File: src/rtl/trap_seq.sv
// Trap/mret sequencer: owns the machine CSR port during trap entry and return,
// one CSR access per cycle, then issues a registered fetch redirect.
module trap_seq #(
  parameter logic [1:0] MSTATUS_MPP_M = 2'b11
) (
  input  logic        clk,
  input  logic        rst_n,
  input  logic        req_valid,
  input  logic [1:0]  req_type,
  input  logic [31:0] req_pc,
  output logic        req_ready,
  input  logic        core_csr_we,
  input  logic [11:0] core_csr_addr,
  input  logic [31:0] core_csr_wdata,
  output logic        core_stall,
  output logic        csr_we,
  output logic [11:0] csr_addr,
  output logic [31:0] csr_wdata,
  input  logic [31:0] csr_rdata,
  output logic        redirect_valid,
  output logic [31:0] redirect_pc
);

  localparam logic [11:0] A_STAT  = 12'h300;
  localparam logic [11:0] A_VEC   = 12'h305;
  localparam logic [11:0] A_EPC   = 12'h341;
  localparam logic [11:0] A_CAUSE = 12'h342;

  typedef enum logic [2:0] {
    IDLE, RD_STAT, WR_EPC, WR_CAUSE,
    WR_STAT, RD_VEC, RD_EPC, REDIR
  } state_t;

  state_t      state_q, state_d;
  logic [31:0] pc_q;
  logic [1:0]  type_q;
  logic [31:0] stat_q;
  logic        is_mret;
  logic [31:0] cause;
  logic [31:0] trap_stat;
  logic [31:0] ret_stat;

  assign is_mret = (type_q == 2'b01);

  always_comb begin
    cause = 32'd0;
    unique case (type_q)
      2'b00:   cause = 32'd11;
      2'b10:   cause = 32'd3;
      2'b11:   cause = 32'd2;
      default: cause = 32'd0;
    endcase
  end

  always_comb begin
    trap_stat         = stat_q;
    trap_stat[7]      = stat_q[3];
    trap_stat[3]      = 1'b0;
    trap_stat[12:11]  = MSTATUS_MPP_M;
    ret_stat          = stat_q;
    ret_stat[3]       = stat_q[7];
    ret_stat[7]       = 1'b1;
    ret_stat[12:11]   = MSTATUS_MPP_M;
  end

  always_comb begin
    state_d    = state_q;
    req_ready  = 1'b0;
    core_stall = 1'b1;
    csr_we     = 1'b0;
    csr_addr   = 12'h000;
    csr_wdata  = 32'd0;
    unique case (state_q)
      IDLE: begin
        req_ready  = 1'b1;
        core_stall = 1'b0;
        csr_we     = core_csr_we;
        csr_addr   = core_csr_addr;
        csr_wdata  = core_csr_wdata;
        if (req_valid) state_d = RD_STAT;
      end
      RD_STAT: begin
        csr_addr = A_STAT;
        state_d  = is_mret ? WR_STAT : WR_EPC;
      end
      WR_EPC: begin
        csr_we    = 1'b1;
        csr_addr  = A_EPC;
        csr_wdata = pc_q;
        state_d   = WR_CAUSE;
      end
      WR_CAUSE: begin
        csr_we    = 1'b1;
        csr_addr  = A_CAUSE;
        csr_wdata = cause;
        state_d   = WR_STAT;
      end
      WR_STAT: begin
        csr_we    = 1'b1;
        csr_addr  = A_STAT;
        csr_wdata = is_mret ? ret_stat : trap_stat;
        state_d   = is_mret ? RD_EPC : RD_VEC;
      end
      RD_VEC: begin
        csr_addr = A_VEC;
        state_d  = REDIR;
      end
      RD_EPC: begin
        csr_addr = A_EPC;
        state_d  = REDIR;
      end
      REDIR:   state_d = IDLE;
      default: state_d = IDLE;
    endcase
    // An abort must not let the in-flight sequencer write land on this edge
    if (!rst_n && state_q != IDLE) begin
      csr_we    = 1'b0;
      csr_addr  = 12'h000;
      csr_wdata = 32'd0;
    end
  end

  always_ff @(posedge clk) begin
    if (!rst_n) begin
      state_q        <= IDLE;
      pc_q           <= 32'd0;
      type_q         <= 2'b00;
      stat_q         <= 32'd0;
      redirect_valid <= 1'b0;
      redirect_pc    <= 32'd0;
    end else begin
      state_q        <= state_d;
      redirect_valid <= (state_q == RD_VEC) || (state_q == RD_EPC);
      if (state_q == IDLE && req_valid) begin
        pc_q   <= req_pc;
        type_q <= req_type;
      end
      if (state_q == RD_STAT) stat_q <= csr_rdata;
      if (state_q == RD_VEC || state_q == RD_EPC)
        redirect_pc <= {csr_rdata[31:2], 2'b00};
    end
  end

endmodule

File: config.mk
export PLATFORM = sky130hd
export DESIGN_NAME = trap_seq
export DESIGN_NICKNAME = d
export VERILOG_FILES = /design/src/rtl/trap_seq.sv
export SDC_FILE = /design/constraint.sdc
export NUM_CORES = 1
export LEC_CHECK = 0
export BUFFER_PORTS_ARGS = -buffer_cell sky130_fd_sc_hd__buf_2
export CORE_ASPECT_RATIO = 0.75
export CORE_MARGIN = 5
export CORE_UTILIZATION = 30
export DETAILED_ROUTE_END_ITERATION = 12
export GPL_ROUTABILITY_DRIVEN = 0
export PLACE_DENSITY = 0.54
export SYNTH_ARGS = -nofsm -noshare
export SYNTH_HDL_FRONTEND = slang
export SYNTH_SLANG_ARGS = --single-unit
File: constraint.sdc
create_clock -name clk -period 2.76 [get_ports clk]
set_input_delay 0.552 -clock clk [delete_from_list [all_inputs] [get_ports clk]]
set_output_delay 0.552 -clock clk [all_outputs]
set_load 0.05 [all_outputs]
==> reports/qor.csv, run 1 <==
metric;value;unit
outcome;finished clean;
p_sw_share;37.77;%
synthTopCellsByArea;dfxtp_1 (41%), nand2_1 (14%), a21oi_1 (10%), mux2i_1 (5.9%), a21oi_2 (5.5%);
syn_area;4737;sq um
cts_buffer_depth;2;
hold_path_class;in2reg;
required;2210;ps
synth-xor-area-share;0;%
grt_max_degree;55;
critical_path_arrival;2040;ps
cts_sinks;98;
synth_simple_gate_area_share;25.49;%
dpl_worst_slack;419.6;ps
internal_power;2.703;mW
seqCellArea;1964;sq um
postCtsSetupBuffers;0;
place.port_buffers;191;
rsz0062_at_grt;no;
syn_to_final_growth;29.82;%
worstSkewPairLatency;340;ps
multiInputGateArea;2485;sq um
drv_slew;0;
hold_viol_final;0;
startpoint_type;flip-flop;
synth_cell_type_count;36;
ys_ff_latch;98;
final_core_util;40.01;%
initial_core_util;30.82;%
hold_end;type_q[1];
post_cts_resized;0;
synth_top_family_by_area;simple AND/OR/NAND/NOR gates;
fillers;1628;
design_area;6150;sq um
end_kind;primary output;
postSynth.asyncResetShare;0;%
ios;194;
synth_warnings;0;
row_count;39;
p_total;4.344;mW
fp.dieArea;18430;sq um
yosys-top-cells-count;nand2_1 (177), a21oi_1 (99), dfxtp_1 (98);
reg2reg_from;state_q[1];
min_from;req_type[1];
antennaDiodeCount;0;
dieWidth;155.1;um
finClkSkew;3.676;ps
min_path_cells;3;
cts_tree;yes;
drcViolationCount;0;
maxSlewHeadroom;54.02;%
cts-root-buf;clkbuf_16;
rrSetupSlack;880;ps
synthDominantCellAreaShare;41.42;%
antenna_found_initial;1;
fmax;386.1;MHz
die_h;118.8;um
critPathMaxFanout;20;
tightest_slew;689.7;ps
fin_nets;908;
p_per_area;706.3;nW/um^2
grt_pass1_vias;4524;
synth_edf_count;0;
drv_cap;0;
setup_tns;0;ps
p_leak;2.592;nW
ir_drop;0.0003197;V
synthCells;623;
numCtsBuffers;9;
yosys.cell_count.top_type;nand2_1;
synthAdderAreaFrac;0;%
grt_usage;16.28;%
drive_gt1_share;37.22;%
clkPwrFrac;31.1;%
drt_iter0_drc;195;
power.switching;1.641;mW
place_area;5834;sq um
yosys.area.top_type;dfxtp_1;
comb_power_share;32.7;%
gr-total-overflow;0;
synth_compound_area_share;20.31;%
wl_per_cell;15.44;um
core-area;15370;sq um
timing.final.ws_setup;170.3;ps
syn_avg_cell_area;7.604;sq um
ys_seq_area_share;41.42;%
critical_path_class;reg2out;
vias;4568;
ys.flop_type;dfxtp_1;
ff2ff_path_depth;6;
drt_wl_total;15.49;mm
first_pass_iters;4;
vias_per_cell;4.554;
fin_crit_sh;93.83;%
min_period;2590;ps
clkTransAtPathRegs;70;ps
r2r-end;redirect_pc[29];
hold_buffers;0;
setup_viol;0;
seqPwrFrac;36.2;%
antenna_left;0;
dpl.hpwl;11.23;mm
synthMuxAreaShare;5.917;%
grt_pass1_wl;24.24;mm
cts_max_level;3;
-- critical path: stages, from the launching register on --
cell and delay, ps:
dfxtp_2 570, buf_4 370, mux2i_1 140, o22a_1 220, nor2_1 110, buf_2 280
-- worst max path at each step --
stage                    start             to  slack (ps)  depth (start not counted)
floorplan                rst_n   csr_wdata[1]           4                          5
global placement         rst_n   csr_wdata[1]         430                          7
detailed placement       rst_n   csr_wdata[1]         420                          7
CTS                 state_q[1]  csr_wdata[10]         140                          5
global route        state_q[1]  csr_wdata[14]          10                          6
finish              state_q[1]  csr_wdata[10]         170                          5
-- cells in the final DEF (no fill, tap or decap), types with 2 or more instances in the layout --
cell type	n
o22a_1	8
mux2i_1	28
inv_1	2
o21ai_0	5
buf_4	18
o22ai_1	2
buf_2	191
a21oi_2	31
dfxtp_2	2
nand3_1	2
a21oi_1	98
o21a_1	3
nand2_2	30
and3_1	3
and2_1	7
nand2b_1	2
clkbuf_16	9
nor2b_1	3
nand2_1	177
bufinv_16	2
dfxtp_1	96
conb_1	2
nor2_2	2
nor2_1	55
-- kinds of logic (layout without fill, tap and decap cells) --
logic type | count (synthesis) | after routing
and+or+nand+nor | 285 | 285
AOI/OAI and AO/OA | 156 | 156
DFF | 98 | 98
other | 1 | 2
muxes | 28 | 28
buffers and inverters | 55 | 229
-- per-stage QoR --
stage / instances / hold slack [ps]
after floorplan: 624 / 431.9
after global placement: 988 / 441.9
after detailed placement: 988 / 444.4
after CTS: 1003 / 423.9
after global routing: 1003 / 426.2
final: 1003 / 443.1
-- final cells by class --
cell class | count | share of cell area, %
clock buffers | 9 | 3.662
clock inverters | 6 | 1.465
inverters | 4 | 0.2848
multi-input cells | 471 | 40.41
flip-flops and latches | 98 | 31.94
well taps | 205 | 4.171
repair buffers | 210 | 18.07
-- sequential cells by signal, indices dropped and copies added, names as in the netlist --
signal          flops
pc_q               32
redirect_pc        30
redirect_valid      1
stat_q             30
state_q             3
type_q              2
-- per-layer routing --
layer  up-vias  global-route usage [%]  share of wire, %
li1       2385                       -                 -
met5         -                       0             0.065
met3        13                   5.402               7.2
met1      2039                   23.28                50
met4         2                   2.978              0.70
met2       129                   24.13                42
-- power groups by stage --
stage	sequential (mW)	combinational (mW)	clock, mW
3_3_place_gp	1.60	1.44	0
3_5_place_dp	1.60	1.44	0
4_1_cts	1.57	1.44	1.40
6_report	1.57	1.42	1.35
2_1_floorplan	1.60	1.08	0
5_1_grt	1.59	1.53	1.45
Note: power is estimated with default switching activity, not from simulation.
==> run 2: changes to the inputs <==
Settings changed: ABC_AREA set to 1, CELL_PAD_IN_SITES_DETAIL_PLACEMENT set to 0, CELL_PAD_IN_SITES_GLOBAL_PLACEMENT set to 1, CTS_CLUSTER_SIZE set to 10, PLACE_DENSITY 0.54 to 0.74.
==> run 2 against run 1 <==
Critical path depth grew 1. Highest routed layer unchanged. Critical endpoint is now csr_addr[0]. Clock power shrank 5%. Synthesized cell count grew 13%. Largest power group is now combinational logic. Cell count grew 7.2%.
==> reports/qor.csv, run 2 <==
metric;value;unit;change
startpoint_type;flip-flop;;
critPathMaxFanout;32;;+60%
ff2ff_path_depth;4;;-2
yosys.cell_count.top_type;nor2_1;;
postSynth.asyncResetShare;0;%;unchanged
outcome;finished clean;;
cts_buffer_depth;2;;unchanged
yosys-top-cells-count;nor2_1 (206), nand2_1 (109), dfxtp_1 (98);;
cp_cell_sequence;inv_4 > nand2_4 > nand2_8 > inv_2 > nor3b_1 > buf_2;;
syn_to_final_growth;26.88;%;
hold_buffers;0;;unchanged
synthTopCellsByArea;dfxtp_1 (42%), nor2_1 (16%), o21ai_0 (9.4%), nand2_1 (8.7%), nand3_1 (6.6%);;
ios;194;;unchanged
worst-path-buf-inv;3;;+1
syn_area;4715;sq um;-0.48%
final_common_cell;nor2_1;;
drcViolationCount;0;;unchanged
post_cts_resized;0;;unchanged
drive_gt1_share;27.70;%;-9.5 points
setup_tns;0;ps;unchanged
antenna_left;0;;unchanged
cts-root-buf;clkbuf_16;;
place.port_buffers;191;;unchanged
grt_pass1_wl;25.74;mm;+6.2%
wl_per_cell;15.07;um;-2.4%
largest-register;pc_q;;
reg2reg_from;state_q[2];;
p_total;5.481;mW;+26%
wl_met1;7.863;mm;+1.3%
min_from;req_pc[17];;
p_sw_share;47.26;%;+9.5 points
dpl.hpwl;11.77;mm;+4.8%
power.switching;2.591;mW;+58%
syn_avg_cell_area;6.716;sq um;-12%
cts_max_level;3;;unchanged
holdWs;422.7;ps;-20.36 ps
vias_per_cell;4.580;;+0.57%
ys_seq_area_share;41.61;%;+0.20 points
drt_wl_total;16.20;mm;+4.6%
p_per_area;916.3;nW/um^2;+30%
cts_tree;yes;;
drt_iter0_drc;225;;+15%
r2r-end;redirect_pc[25];;
core-area;15320;sq um;-0.32%
hold_viol_final;0;;unchanged
ys.flop_type;dfxtp_1;;
route.met3.wl;1.170;mm;+5.0%
synth_cell_type_count;24;;-33%
p_leak;3.202;nW;+24%
ys_ff_latch;98;;unchanged
grt_pass1_vias;4881;;+7.9%
maxSlewHeadroom;43.20;%;-11 points
dr_wl_met2;6.993;mm;+7.7%
critical_path_arrival;2020;ps;-20 ps
clkPwrFrac;23.3;%;-7.8 points
drv_slew;0;;unchanged
internal_power;2.891;mW;+6.9%
clkTransAtPathRegs;80;ps;about the same
fin_crit_sh;93.11;%;-0.72 points
tightest_slew;852.0;ps;+162.4 ps
seqPwrFrac;32.5;%;-3.7 points
largest_reg_flops;32;;unchanged
yosys.area.top_type;dfxtp_1;;
largestRegisters;pc_q (32), redirect_pc (30), stat_q (30);;
grt_max_degree;96;;+75%
initial_core_util;30.77;%;-0.049 points
cp_slowest_cell;dfxtp_1;;
die_h;118.6;um;-0.22%
setup_viol;0;;unchanged
final_core_util;39.04;%;-0.97 points
first_pass_iters;5;;+1
fillers;1706;;+4.8%
fp.dieArea;18350;sq um;-0.44%
postCtsSetupBuffers;0;;unchanged
dieWidth;154.8;um;-0.23%
numCtsBuffers;9;;unchanged
row_count;39;;unchanged
antennaDiodeCount;0;;unchanged
critical_path_class;reg2out;;
cts_sinks;98;;unchanged
fin_nets;979;;+7.8%
required;2210;ps;about the same
fin_cells;1075;;+7.2%
place_inst;1059;;+7.2%
grt_usage;17.38;%;+1.1 points
drv_cap;0;;unchanged
min_path_cells;3;;unchanged
rsz0062_at_grt;no;;
synthCells;702;;+13%
fmax;389.1;MHz;+0.78%
end_kind;primary output;;
hold_end;pc_q[17];;
finClkSkew;7.905;ps;+4.229 ps
synth_edf_count;0;;unchanged
crit_family;buffers and inverters;;
worstSkewPairLatency;350;ps;about the same
comb_power_share;44.2;%;+12 points
synth_warnings;0;;unchanged
antenna_found_initial;2;;+1
rrSetupSlack;930;ps;+50 ps
synthDominantCellAreaShare;41.61;%;+0.20 points
vias;4924;;+7.8%
final_cell_mix;nor2_1 (205), buf_2 (189), nand2_1 (109), dfxtp_1 (97), o21ai_0 (89);;
min_period;2570;ps;-19.96 ps
topRoutingLayerUsed;met5;;
ir_drop;0.0004504;V;+41%
gr-total-overflow;0;;unchanged
slowest_delay;340;ps;-230 ps
hold_path_class;in2reg;;
run 2: cell types whose count changed after synthesis, moves of 12 or more:
cell	previous run	this run
o21ai_0	5	89
mux2i_1	28	0
nor2_1	57	206
a21oi_1	99	8
a21oi_2	30	0
buf_6	2	16
nand2_2	30	3
o21ai_1	0	12
nand2_1	177	109
inv_1	3	43
nand3_1	2	62
run 2: logic make-up (layout without fill, tap and decap cells):
logic type             Yosys count  in the layout  share of synthesized area (%)
other                            1              2                        0.07954
AO/OA/AOI/OAI                  110            110                          11.76
AND/OR/NAND/NOR                397            397                          35.27
flip-flops                      98             98                          41.61
buffers and inverters           96            263                          11.28
run 2: per-stage QoR:
step	setup WS (ps)	instance area, sq um
final	190.2	5982
after global routing	1.608	5982
after CTS	31.60	5971
after detailed placement	412.4	5674
after global placement	415.3	5674
after floorplan	100.8	4718
run 2: cell type report:
cell class	count	area, sq um	area share [%]
Clock inverter	6	57.56	0.9621
Inverter	48	183.9	3.075
Sequential cell	98	1963	32.82
Timing Repair Buffer	199	1046	17.49
Clock buffer	10	239.0	3.995
Tap cell	205	256.5	4.288
Multi-Input combinational cell	509	2236	37.38
run 2: worst reg2reg max path: stages (launching register included):
cell	delay (ps)
dfxtp_1	370
buf_4	310
nand3_2	660
nor2_1	320
nor2_1	70
run 2: worst max path at each step:
stage                           from          end  slack, ps  depth (start not counted)
after floorplan           state_q[2]  csr_addr[0]        100                          7
after global placement    state_q[2]  csr_addr[0]        420                          6
after detailed placement  state_q[2]  csr_addr[0]        410                          6
after CTS                 state_q[2]  csr_addr[0]         30                          6
after global routing      state_q[2]  csr_addr[0]          2                          6
final                     state_q[2]  csr_addr[0]        190                          6
run 2: layer usage:
metal | GRT usage [%] | vias to the layer above
li1 | - | 2532
met3 | 5.407 | 15
met1 | 24.21 | 2207
met2 | 26.91 | 166
met4 | 2.923 | 4
met5 | 0 | -
run 2: power groups by stage:
stage                     clock network (mW)  logic [mW]  registers (mW)
after floorplan                            0        1.79            1.88
after global placement                     0        2.42            1.81
after detailed placement                   0        2.43            1.81
after CTS                               1.31        2.43            1.78
after global routing                    1.37        2.64            1.81
final                                   1.28        2.42            1.78
